## src/rtl/bist_pkg.sv

```systemverilog
// -----------------------------------------------------------------------------
// bist_pkg
// Shared definitions for the built-in self-test blocks: the sequencer state
// encoding, the 16-bit Galois LFSR tap mask, the default seed and the LFSR
// step function used by every block that needs to look one step ahead.
// -----------------------------------------------------------------------------
package bist_pkg;

    typedef enum logic [1:0] {
        IDLE   = 2'd0,
        SETTLE = 2'd1,
        CHECK  = 2'd2,
        DONE   = 2'd3
    } bist_state_t;

    localparam logic [15:0] LFSR_TAPS    = 16'hB400;
    localparam logic [15:0] DEFAULT_SEED = 16'hACE1;

    // One right-shift Galois step: when the bit shifted out is 1 the taps are folded in.
    function automatic logic [15:0] lfsr_next(input logic [15:0] cur);
        logic [15:0] nxt;
        if (cur[0]) begin
            nxt = (cur >> 1) ^ LFSR_TAPS;
        end else begin
            nxt = cur >> 1;
        end
        return nxt;
    endfunction

endpackage

```

## src/rtl/lfsr16_galois.sv

```systemverilog
// -----------------------------------------------------------------------------
// lfsr16_galois
// 16-bit right-shifting Galois LFSR with synchronous load and advance.
// Load has priority over advance; with neither asserted the value holds.
// Ports:
//   clk    in   1   rising-edge clock
//   rst_n  in   1   asynchronous active-low reset (value <= RESET_VAL)
//   load   in   1   load seed on the next edge
//   seed   in   16  value to load
//   adv    in   1   step the sequence on the next edge
//   value  out  16  current LFSR state (registered)
// -----------------------------------------------------------------------------
module lfsr16_galois
    import bist_pkg::*;
#(
    parameter logic [15:0] RESET_VAL = DEFAULT_SEED
) (
    input  logic        clk,
    input  logic        rst_n,
    input  logic        load,
    input  logic [15:0] seed,
    input  logic        adv,
    output logic [15:0] value
);

    // LFSR state register: reset, load, advance or hold.
    always_ff @(posedge clk or negedge rst_n) begin
        if (!rst_n) begin
            value <= RESET_VAL;
        end else if (load) begin
            value <= seed;
        end else if (adv) begin
            value <= lfsr_next(value);
        end else begin
            value <= value;
        end
    end

endmodule

```

## src/rtl/decoder_lockstep_bist.sv

```systemverilog
// -----------------------------------------------------------------------------
// decoder_lockstep_bist
// Drives LFSR stimulus into a reference and a candidate decoder, compares
// their responses in lockstep, counts mismatches (saturating) and captures
// the first failing vector. Each vector is held SETTLE_CYC cycles, then
// sampled in one CHECK cycle, so a run takes N_VECTORS*(SETTLE_CYC+1) cycles.
// Ports:
//   clk            in   1          rising-edge clock
//   rst_n          in   1          asynchronous active-low reset
//   start          in   1          begin a run (honoured only in IDLE or DONE)
//   stim           out  STIM_W     stimulus to both decoders (registered)
//   resp_a         in   RESP_W     reference response
//   resp_b         in   RESP_W     candidate response
//   busy           out  1          run in progress
//   done           out  1          run complete, held until next start/reset
//   pass           out  1          valid with done: no mismatches
//   err_count      out  ERR_CNT_W  mismatches this run, saturating
//   first_err_vld  out  1          first mismatch captured
//   first_err_idx  out  16         vector index of first mismatch
//   first_err_stim out  STIM_W     stimulus of first mismatch
// -----------------------------------------------------------------------------
module decoder_lockstep_bist
    import bist_pkg::*;
#(
    parameter int          STIM_W     = 7,
    parameter int          RESP_W     = 3,
    parameter int          N_VECTORS  = 100,
    parameter int          SETTLE_CYC = 1,
    parameter int          ERR_CNT_W  = 8,
    parameter logic [15:0] SEED       = DEFAULT_SEED
) (
    input  logic                 clk,
    input  logic                 rst_n,
    input  logic                 start,
    output logic [STIM_W-1:0]    stim,
    input  logic [RESP_W-1:0]    resp_a,
    input  logic [RESP_W-1:0]    resp_b,
    output logic                 busy,
    output logic                 done,
    output logic                 pass,
    output logic [ERR_CNT_W-1:0] err_count,
    output logic                 first_err_vld,
    output logic [15:0]          first_err_idx,
    output logic [STIM_W-1:0]    first_err_stim
);

    localparam int                 SET_W    = $clog2(SETTLE_CYC + 1);
    localparam logic [SET_W-1:0]   SET_LAST = SET_W'(SETTLE_CYC - 1);
    localparam logic [15:0]        LAST_IDX = 16'(N_VECTORS - 1);
    localparam logic [ERR_CNT_W-1:0] ERR_MAX = {ERR_CNT_W{1'b1}};

    // Elaboration-time parameter checks.
    generate
        if (STIM_W < 1 || STIM_W > 16) begin : g_bad_stim_w
            $error("decoder_lockstep_bist: STIM_W must be 1..16");
        end
        if (SETTLE_CYC < 1) begin : g_bad_settle
            $error("decoder_lockstep_bist: SETTLE_CYC must be >= 1");
        end
        if (N_VECTORS < 1 || N_VECTORS > 65536) begin : g_bad_nvec
            $error("decoder_lockstep_bist: N_VECTORS must be 1..65536");
        end
        if (SEED == 16'h0000) begin : g_bad_seed
            $error("decoder_lockstep_bist: SEED must be nonzero");
        end
    endgenerate

    bist_state_t          state_r;
    logic [SET_W-1:0]     settle_cnt_r;
    logic [15:0]          idx_r;
    logic [15:0]          lfsr_val_s;
    logic [15:0]          lfsr_nxt_s;
    logic [STIM_W-1:0]    stim_nxt_s;
    logic                 start_ok_s;
    logic                 lfsr_adv_s;
    logic                 mismatch_s;
    logic [ERR_CNT_W-1:0] err_nxt_s;

    lfsr16_galois #(
        .RESET_VAL (SEED)
    ) u_lfsr (
        .clk   (clk),
        .rst_n (rst_n),
        .load  (start_ok_s),
        .seed  (SEED),
        .adv   (lfsr_adv_s),
        .value (lfsr_val_s)
    );

    // Upper LFSR bits beyond the stimulus width only feed the sequence itself.
    generate
        if (STIM_W < 16) begin : g_unused_hi
            logic unused_lfsr_hi_s;
            assign unused_lfsr_hi_s = ^lfsr_nxt_s[15:STIM_W];
        end
    endgenerate

    // Next-step values, start qualification and the saturating error increment.
    always_comb begin
        lfsr_nxt_s = lfsr_next(lfsr_val_s);
        stim_nxt_s = lfsr_nxt_s[STIM_W-1:0];
        // Case equality so that X/Z on either response is flagged in simulation.
        mismatch_s = (resp_a !== resp_b);
        if (start && (state_r == IDLE || state_r == DONE)) begin
            start_ok_s = 1'b1;
        end else begin
            start_ok_s = 1'b0;
        end
        // The LFSR steps in lockstep with stim on every CHECK that is not the last.
        if (state_r == CHECK && idx_r != LAST_IDX) begin
            lfsr_adv_s = 1'b1;
        end else begin
            lfsr_adv_s = 1'b0;
        end
        if (mismatch_s && err_count != ERR_MAX) begin
            err_nxt_s = err_count + ERR_CNT_W'(1);
        end else begin
            err_nxt_s = err_count;
        end
    end

    // Sequencer: state, counters, stimulus and all result outputs.
    always_ff @(posedge clk or negedge rst_n) begin
        if (!rst_n) begin
            state_r        <= IDLE;
            settle_cnt_r   <= {SET_W{1'b0}};
            idx_r          <= 16'd0;
            stim           <= {STIM_W{1'b0}};
            busy           <= 1'b0;
            done           <= 1'b0;
            pass           <= 1'b0;
            err_count      <= {ERR_CNT_W{1'b0}};
            first_err_vld  <= 1'b0;
            first_err_idx  <= 16'd0;
            first_err_stim <= {STIM_W{1'b0}};
        end else begin
            case (state_r)
                IDLE, DONE: begin
                    if (start) begin
                        state_r        <= SETTLE;
                        settle_cnt_r   <= {SET_W{1'b0}};
                        idx_r          <= 16'd0;
                        stim           <= SEED[STIM_W-1:0];
                        busy           <= 1'b1;
                        done           <= 1'b0;
                        pass           <= 1'b0;
                        err_count      <= {ERR_CNT_W{1'b0}};
                        first_err_vld  <= 1'b0;
                        first_err_idx  <= 16'd0;
                        first_err_stim <= {STIM_W{1'b0}};
                    end
                end
                SETTLE: begin
                    if (settle_cnt_r == SET_LAST) begin
                        settle_cnt_r <= {SET_W{1'b0}};
                        state_r      <= CHECK;
                    end else begin
                        settle_cnt_r <= settle_cnt_r + SET_W'(1);
                    end
                end
                CHECK: begin
                    err_count <= err_nxt_s;
                    if (mismatch_s && !first_err_vld) begin
                        first_err_vld  <= 1'b1;
                        first_err_idx  <= idx_r;
                        first_err_stim <= stim;
                    end
                    if (idx_r == LAST_IDX) begin
                        state_r <= DONE;
                        busy    <= 1'b0;
                        done    <= 1'b1;
                        // Includes the vector checked in this very cycle.
                        pass    <= (err_nxt_s == {ERR_CNT_W{1'b0}});
                    end else begin
                        state_r <= SETTLE;
                        stim    <= stim_nxt_s;
                        idx_r   <= idx_r + 16'd1;
                    end
                end
                default: begin
                    state_r <= IDLE;
                    busy    <= 1'b0;
                end
            endcase
        end
    end

endmodule
```

## config.mk

```make
export PLATFORM = sky130hd
export DESIGN_NAME = decoder_lockstep_bist
export DESIGN_NICKNAME = d
export VERILOG_FILES = /design/src/rtl/bist_pkg.sv /design/src/rtl/lfsr16_galois.sv /design/src/rtl/decoder_lockstep_bist.sv
export SDC_FILE = /design/constraint.sdc
export NUM_CORES = 1
export LEC_CHECK = 0
export ABC_AREA = 0
export BUFFER_PORTS_ARGS = -buffer_cell sky130_fd_sc_hd__buf_4
export CAP_MARGIN = 10
export CORE_UTILIZATION = 51
export DETAILED_ROUTE_END_ITERATION = 12
export GPL_ROUTABILITY_DRIVEN = 1
export PLACE_DENSITY_LB_ADDON = 0.15
export SETUP_SLACK_MARGIN = 0.1
export SYNTH_ARGS = -nofsm -noshare
export SYNTH_HDL_FRONTEND = slang
export SYNTH_SLANG_ARGS = --single-unit
```

## constraint.sdc

```tcl
create_clock -name clk -period 1.9 [get_ports clk]
set_input_delay 0.38 -clock clk [delete_from_list [all_inputs] [get_ports clk]]
set_output_delay 0.38 -clock clk [all_outputs]
set_load 0.03 [all_outputs]
```

# --- Yosys cells after proc, flatten, opt, wreduce, memory -nomap -nowiden ---
# Index checks and enable logic that the tools add are counted.
classes:
  add_sub_neg: 3
  eq_ne: 12
  muxes: 35
  n_bitwise: 1
  n_reduce_logical: 18
op_table:
  columns: ["op", "n"]
  rows:
  - ["$mux W16", 6]
  - ["$pmux W16 S2", 2]
  - ["$mux W7", 4]
  - ["$pmux W7 S2", 2]
  - ["$add A16 B1 Y16 const B", 1]
  - ["$eq A16 B7 Y1 const B", 1]
  - ["$mux W8", 2]
  - ["$ne A16 B7 Y1 const B", 1]
  - ["$pmux W8 S2", 1]
  - ["$pmux W1 S2", 5]
  - ["$mux W1", 9]
  - ["$reduce_and A3 Y1", 3]
  - ["$add A8 B1 Y8 const B", 1]
  - ["$logic_not A8 Y1", 1]
  - ["$ne A8 B8 Y1 const B", 1]
  - ["$mux W2", 3]
  - ["$ne A2 B2 Y1 const B", 3]
  - ["$pmux W2 S3", 1]
  - ["$reduce_and A2 Y1", 3]
  - ["$reduce_bool A2 Y1", 3]
  - ["$eq A2 B2 Y1 const B", 2]
  - ["$logic_and A1 B1 Y1", 4]
  - ["$ne A2 B1 Y1 const B", 2]
  - ["$not A3 Y4", 1]
  - ["other kinds (7)", 7]
word_totals:
  reg_bits: 77
  input_bits: 9
  out_inout_bits: 42
  wordCells: 81

# --- Longest topological paths before layout ---
# Gate-level depths: netlist (run 1).
logic_depth:
  word_depth: 6
  depth_mapped: 9
  mapped_depth_nobuf: 7

# --- By module ---
# A second synthesis (run 1) with hierarchy kept.
hier_totals:
  cells_unflattened: 341
  hier_area_um2: 3643.5
by_module_without_submodules:
  columns: ["module", "instances", "cells_each", "area_each_um2", "seq_area_each_um2"]
  rows:
  - ["decoder_lockstep_bist", 1, 267, 2839.0, 1501.4]
  - ["lfsr16_galois", 1, 74, 804.5, 410.4]

# --- Least setup slack after synthesis (run 1) ---
# Ideal clock, no wire load.
synth_timing:
  path_type: "register -> register"
  startpoint: "reg state_r[0]"
  endpoint: "reg stim[4]"
  setup_time_ps: 121
  t_arrival_ps: 1789
  required_ps: 1779
  path_slack_ps: -10
  stages_incl_launch_ff: 8
  path_buffers: 1
  synth_period_minus_slack_ps: 1910
  cell_sequence: "dfrtp_1 inv_1 ha_1 buf_2 mux2i_1 nor2_1 a22o_1 a22o_1"
synth_between:
  elab_chain_cells: 4
  word_cells_on_any_way: 9
  classes_between: "eq/ne: 4; mux: 1; reduce/logical: 4"
synth_lines:
  columns: ["element", "line", "text"]
  rows:
  - ["start: declaration", "decoder_lockstep_bist.sv:68", "bist_state_t state_r;"]
  - ["start signal: assignment", "decoder_lockstep_bist.sv:125", "state_r <= IDLE;"]
  - ["start signal: assignment", "decoder_lockstep_bist.sv:140", "state_r <= SETTLE;"]
  - ["start signal: assignment", "decoder_lockstep_bist.sv:156", "state_r <= CHECK;"]
  - ["$eq A2 B2 Y1 or $logic_not A2 Y1 (tied branches)", "decoder_lockstep_bist.sv:137", "case (state_r)"]
  - ["$reduce_or A2 Y1", "decoder_lockstep_bist.sv:137", null]
  - ["$ne A2 B2 Y1 (no line) or $reduce_bool A2 Y1 (tied branches)", null, null]
  - ["$reduce_and A3 Y1 (no line)", null, null]
  - ["end signal: assignment", "decoder_lockstep_bist.sv:128", "stim <= {STIM_W{1'b0}};"]
  - ["end signal: assignment", "decoder_lockstep_bist.sv:143", "stim <= SEED[STIM_W-1:0];"]
  - ["end signal: assignment", "decoder_lockstep_bist.sv:176", "stim <= stim_nxt_s;"]
  - ["end: declaration", "decoder_lockstep_bist.sv:35", "output logic [STIM_W-1:0] stim,"]
# Several ways; a longest one is shown, not always the timed one.
# A chain may end at the register's enable or synchronous reset.

# --- Worst setup path in the final report (run 1) ---
layout_timing:
  startpoint: "reg idx_r[14]"
  endpoint: "reg u_lfsr.value[4]"
layout_between:
  elab_chain_cells: 4
layout_lines:
  columns: ["element", "line", "text"]
  rows:
  - ["start: declaration", "decoder_lockstep_bist.sv:70", "logic [15:0] idx_r;"]
  - ["start signal: assignment", "decoder_lockstep_bist.sv:177", "idx_r <= idx_r + 16'd1;"]
  - ["$ne A16 B7 Y1", "decoder_lockstep_bist.sv:110", "if (state_r == CHECK && idx_r != LAST_IDX) begin"]
  - ["$logic_and A1 B1 Y1", "decoder_lockstep_bist.sv:110", null]
  - ["$mux W1", "decoder_lockstep_bist.sv:110", null]
  - ["$reduce_bool A2 Y1 (no line)", null, null]
  - ["end signal: assignment", "lfsr16_galois.sv:33", "value <= lfsr_next(value);"]
  - ["end signal: assignment", "lfsr16_galois.sv:35", "value <= value;"]
  - ["end: declaration", "lfsr16_galois.sv:23", "output logic [15:0] value"]
# Every way passes these cells.

==> out/qor.csv, run 1 <==
metric,value,unit
crit_top_cell,nand2_1,
synth_ff_type,dfrtp_1,
clock_latency,0.35,ns
slew_viol_final,0,
powerDensity,1249,nW/µm²
core_area,6794,µm²
post-route-min-period,1.788,ns
whs,0.2823,ns
r2r-start,idx_r[14],
gr-total-overflow,0,
r2r_slack,0.11,ns
finalWirelength,9.073,mm
fin_tns_setup,0,ns
finClkSkew,0.008270,ns
layout-drive-gt1-share,31.99,%
areaGrowthSynthToFinish,32.66,%
cp_cell_sequence,nor4_4 > nand4_2 > buf_4 > nand2_1 > buf_12 > nand2_1 > a21oi_1,
clock_sinks,76,
antenna_cells,0,
drtIter0Drc,205,
cts_buffers,9,
start_util,52.89,%
clock_path_buffers,2,
synth-seq-area-share,53.20,%
rsz0062_at_grt,true,
r2r_end,u_lfsr.value[4],
routedWlPerCell,16.71,µm
start_kind,flip-flop,
fp-row-count,30,
via_count,3072,
worstMarginPinSlew,0.4583,ns
synth_edf_count,0,
synthesis.nets,366,
yosysUniqueCellTypes,46,
crit_path_end,u_lfsr.value[4],
port_buffers,50,
dieArea,7386,µm²
cap_violations,0,
cp_max_fo,17,
final_cell_mix,"90 x buf_4, 67 x dfrtp_1, 47 x nand2_1, 34 x a22o_1, 27 x nor2_1",
cts.clk_slew.worst_paths,0.08,ns
ys_warn_count,0,
die_width,85.94,µm
die_h,85.94,µm
slew_headroom,69.45,%
hold_class,primary input to flip-flop,
drc,0,
crit_type,flip-flop to flip-flop,
synthArstFlopShare,100.0,%
top_level_ports,51,
cts-root-buf,clkbuf_8,
grt_pass1_vias,2926,
ys_seq_elements,76,
cts_tree,built,
reg2regPathDepth,7,
pre_cts_ws,-0.04211,ns
power_leakage,2.220,nW
grt_pass1_wl,14.41,mm
worstSetupStartpoint,idx_r[14],
drtAntennaViolNets,0,
mostFrequentLayoutCell,buf_4,
hold_viol_final,0,
via_per_inst,5.657,
cts_max_level,3,
peakVddDrop,0.7158,mV
post_synth.cell_area_avg,10.21,µm²
critical-path-slowest-cell,dfrtp_1,
syn_inst,352,
outcome,"finished, final reports clean",
finalNetCount,456,
antenna_found_initial,0,
crit_arrival,2.05,ns
crit_required,2.16,ns
setup_violations,0,
gp_congestion,0.8474,
fmax,559.3,MHz
max_stage_delay,0.47,ns
worst_slack,0.1120,ns
cp-end-kind,flip-flop,
dr.pass1.iters,4,
synthesis.area,3593,µm²
grt_max_degree,37,
grt_use_total,25.43,%
hpwlAfterDp,5.915,mm
min_period_over_period,94.10,%
-- cell type report --
class	instances	area [µm²]
fillers	518	2027
flip-flops and latches	76	1913
multi-input cells	251	1667
repair buffers	98	802.0
clock buffers	12	145.1
well taps	96	120.1
clock inverters	4	97.59
inverters	6	22.52
-- state kept, by name, indices dropped and copies added, names as in the netlist --
register and cells:
busy 1, done 1, err_count 8, first_err_idx 16, first_err_stim 7, first_err_vld 1, idx_r 16, pass 1
state_r 2, stim 7, u_lfsr.value 16
-- kinds of logic (layout without fill, tap and decap cells) --
family	after synthesis	after routing	synth area share (%)
xor gates and xnor gates	19	19	4.631
AOI/OAI and AO/OA	95	95	18.73
and+or+nand+nor	130	130	17.79
buffers and inverters	25	120	3.308
adders and majority gates	5	5	1.741
DFF	76	76	53.20
muxes	2	2	0.5919
-- worst max-delay path: cells and delay by family, from the launching register on --
kind | cells | cell delay (ns)
compound gates | 1 | 0.22
buf+inv | 2 | 0.34
flops | 1 | 0.47
simple gates | 4 | 0.68
-- repair_timing --
| item | in CTS | in global routing |
|---|---|---|
| buffers inserted | 4 | 4 |
| gates cloned | 0 | 2 |
| resized for setup | 9 | 15 |
| hold buffers | 1 | 0 |
| hold endpoints to repair | 34 | 0 |
| endpoints found under the setup margin | 43 | 55 |
| pin swaps | 5 | 5 |
-- per-layer routing --
metal  vias up  global-route usage, %  wire length (µm)
li1       1455                      -                 -
met1      1497                  35.58              4035
met2       107                  39.90              4270
met3        13                  5.679               617
met4         0                  7.424               148
met5         -                      0                 0
-- where the power goes --
group / leakage (nW) / switching [mW] / internal (mW)
clock network: 0.117 / 0.584 / 0.910
logic: 1.10 / 1.33 / 1.02
registers: 1.00 / 0.207 / 1.90
-- per-stage QoR --
stage               total power [mW]  instances  util, %  cell area, µm²
floorplan                      3.367        352        -            3612
global placement               4.044        516    63.57            4319
detailed placement             4.122        516    63.57            4319
CTS                            5.776        537    68.42            4648
global route                   6.247        543    70.17            4767
finish                         5.952        543    70.17            4767
-- worst min path at each step --
stage	cells past startpoint	to	from	slack, ns
after detailed placement	1	first_err_idx[3]	rst_n	0.36
after global placement	1	first_err_idx[5]	rst_n	0.36
final	2	state_r[1]	start	0.28
after CTS	2	state_r[1]	start	0.27
after global routing	2	state_r[1]	start	0.29
after floorplan	0	busy	rst_n	0.08
-- cell usage after synthesis (2+ instances only) --
library cell  count  area [µm²]
a21oi_1          25       125.1
a22o_1           34       297.8
a31oi_1           4       25.02
and2_1            5       31.28
and3_1            4       25.02
and4_1            2       17.52
buf_1             2       7.510
buf_2             8       40.04
buf_6             2       22.52
clkbuf_1          7       26.28
dfrtp_1          68        1702
dfstp_2           8       210.2
ha_1              5       62.56
inv_1             6       22.52
nand2_1          50       187.7
nand2b_1          2       12.51
nand3_1          18       90.09
nand4_1           4       25.02
nor2_1           28       105.1
nor3_1            4       20.02
nor4_1            2       12.51
nor4_2            3       37.54
o211ai_1          2       15.01
o21ai_0          12       60.06
o21ai_1           3       15.01
o22ai_1           5       31.28
o31ai_1           2       15.01
or3_1             2       12.51
xnor2_1          15       131.4
xor2_1            4       35.03
No activity file was read; power rests on OpenSTA's default activity.
==> run 2, diff against run 1 <==
--- a/config.mk
+++ b/config.mk
@@ -12,7 +12,9 @@
 export DETAILED_ROUTE_END_ITERATION = 12
 export GPL_ROUTABILITY_DRIVEN = 1
 export PLACE_DENSITY_LB_ADDON = 0.15
+export RECOVER_POWER = 50
 export SETUP_SLACK_MARGIN = 0.1
 export SYNTH_ARGS = -nofsm -noshare
 export SYNTH_HDL_FRONTEND = slang
 export SYNTH_SLANG_ARGS = --single-unit
+export TNS_END_PERCENT = 5
==> run 2 against run 1 <==
Count of clock-buffer cells in the layout is 1 lower; non-clock buffer count is 8 lower; fmax is 1.6% higher; flip-flop and latch count stayed put; largest cell class unchanged; worst hold slack worse by 0.021 ns; design area is 5.1% lower; critical endpoint is now idx_r[15]; clock power is 7% lower; first-iteration DRC count is 19% lower; sequential share of layout area is 2.1 points higher; setup slack better by 0.029 ns.
==> out/qor.csv, run 2 (synthesis gave the netlist of run 1 again) <==
metric,value,unit,change
multiInputGateArea,1632,µm²,-2.1%
antenna_cells,0,,unchanged
grt_pass1_wl,13.90,mm,-3.5%
fmax,568.5,MHz,+1.6%
power_leakage,2.041,nW,-8.1%
fp-row-count,30,,unchanged
worstMarginPinSlew,0.9919,ns,+0.5335 ns
max_stage_delay,0.38,ns,-0.09 ns
core_area,6794,µm²,unchanged
cp_cell_sequence,inv_1 > ha_4 > mux2i_2 > nor4_2 > buf_4 > nand4_1 > xor2_1 > nor2_1,,
clock_path_buffers,2,,unchanged
fin_tns_setup,0,ns,unchanged
drtIter0Drc,167,,-19%
grt_use_total,24.66,%,-0.77 points
path_delay_family,simple AND/OR/NAND/NOR gates,,
cts_tree,built,,
dieArea,7386,µm²,unchanged
die_width,85.94,µm,unchanged
die_h,85.94,µm,unchanged
crit_buf_inv,2,,unchanged
clock_latency,0.35,ns,about the same
fin_area,4526,µm²,-5.1%
powerDensity,1199,nW/µm²,-4.0%
grt_pass1_vias,2837,,-3.0%
cts_buffers,9,,unchanged
setup_violations,0,,unchanged
finalWirelength,8.351,mm,-8.0%
final_cell_mix,"67 x dfrtp_1, 65 x buf_4, 50 x nand2_1, 34 x a22o_1, 27 x nor2_1",,
cap_violations,0,,unchanged
drtAntennaViolNets,0,,unchanged
gr-total-overflow,0,,unchanged
cts.clk_slew.worst_paths,0.08,ns,about the same
cp-end-kind,flip-flop,,
hold_viol_final,0,,unchanged
drc,0,,unchanged
post_dp_cell_area,4299,µm²,-0.46%
post-route-min-period,1.759,ns,-0.02896 ns
ff_latch_area,1913,µm²,unchanged
via_count,3019,,-1.7%
routedWlPerCell,15.61,µm,-6.6%
hold_class,primary input to flip-flop,,
grt_max_degree,42,,+14%
peakVddDrop,0.6996,mV,-2.3%
slew_viol_final,0,,unchanged
cts-root-buf,clkbuf_8,,
fillers,555,,+7.1%
worst_slack,0.1410,ns,+0.02896 ns
post-route-util,66.61,%,-3.6 points
antenna_found_initial,0,,unchanged
top_level_ports,51,,unchanged
slew_headroom,33.88,%,-36 points
crit_required,2.19,ns,+0.03 ns
areaGrowthSynthToFinish,25.94,%,
start_kind,flip-flop,,
pre_cts_ws,0.01873,ns,+0.06084 ns
finalNetCount,448,,-1.8%
hpwlAfterDp,5.870,mm,-0.76%
critical-path-slowest-cell,dfrtp_1,,
cp_max_fo,7,,-10
gp_congestion,0.8566,,+1.1%
min_period_over_period,92.58,%,-1.5 points
crit_type,flip-flop to flip-flop,,
mostFrequentLayoutCell,dfrtp_1,,
dr.pass1.iters,5,,+1
finClkSkew,0.008693,ns,+0.0004225 ns
rsz0062_at_grt,true,,
crit_arrival,2.05,ns,about the same
top_regs,"first_err_idx x16, idx_r x16, u_lfsr.value x16",,
start_util,52.89,%,unchanged
layout-drive-gt1-share,25.06,%,-6.9 points
via_per_inst,5.643,,-0.26%
cts_max_level,3,,unchanged
port_buffers,50,,unchanged
clock_sinks,76,,unchanged
outcome,"finished, final reports clean",,
run 2: path summary, 6_finish.rpt:
check | startpoint | to | slack (ns) | cells past startpoint
min in group asynchronous | rst_n | first_err_idx[5] | 0.72 | 2
setup reg to reg | state_r[0] | idx_r[15] | 0.14 | 8
hold / removal | start | state_r[1] | 0.26 | 2
max in group asynchronous | rst_n | u_lfsr.value[7] | 0.25 | 3
hold reg to reg | u_lfsr.value[15] | u_lfsr.value[15] | 0.49 | 2
setup / recovery | state_r[0] | idx_r[15] | 0.14 | 8
run 2: cell type report:
class                      count  area share, %
multi-input combinational    251          36.05
clock inverter                 5          1.880
clock buffer                  11          3.124
inverter                       6         0.4977
sequential                    76          42.27
tap                           96          2.654
timing repair buffer          90          13.52
run 2: stage by stage:
step | power (mW) | cells | hold slack (ns)
floorplan | 3.359 | 352 | 0.08441
global placement | 3.964 | 516 | 0.2615
detailed placement | 4.028 | 516 | 0.2683
CTS | 5.468 | 534 | 0.2487
global route | 5.751 | 535 | 0.2732
finish | 5.426 | 535 | 0.2617
run 2: power breakdown:
part	internal, mW	total, mW	leakage (nW)	switching [mW]
registers	1.90	2.10	1.00	0.201
logic	0.768	1.94	0.931	1.17
clock network	0.780	1.39	0.110	0.608
run 2: worst register-to-register path: cells and delay by family, from the launching register on:
| family | cells | cell delay [ns] |
|---|---|---|
| adders and majority gates | 1 | 0.23 |
| muxes | 1 | 0.18 |
| xor gates and xnor gates | 1 | 0.16 |
| DFF | 1 | 0.38 |
| buffers and inverters | 2 | 0.28 |
| and+or+nand+nor | 3 | 0.46 |
run 2: routing by layer:
layer	vias to the layer above	track usage (%)	wire, µm	share of wire [%]
li1	1437	-	-	-
met1	1464	35.30	3989	48
met5	-	0	0	0
met2	106	37.16	3747	45
met4	0	9.394	131	1.6
met3	12	4.909	482	5.8
run 2: what timing repair did:
item,4_1_cts,5_1_grt
endpoints found under the setup margin,41,24
endpoints found under the hold margin,16,0
hold buffers,1,0
buffers inserted,1,1
gates resized for setup,5,9
pin swaps,2,1
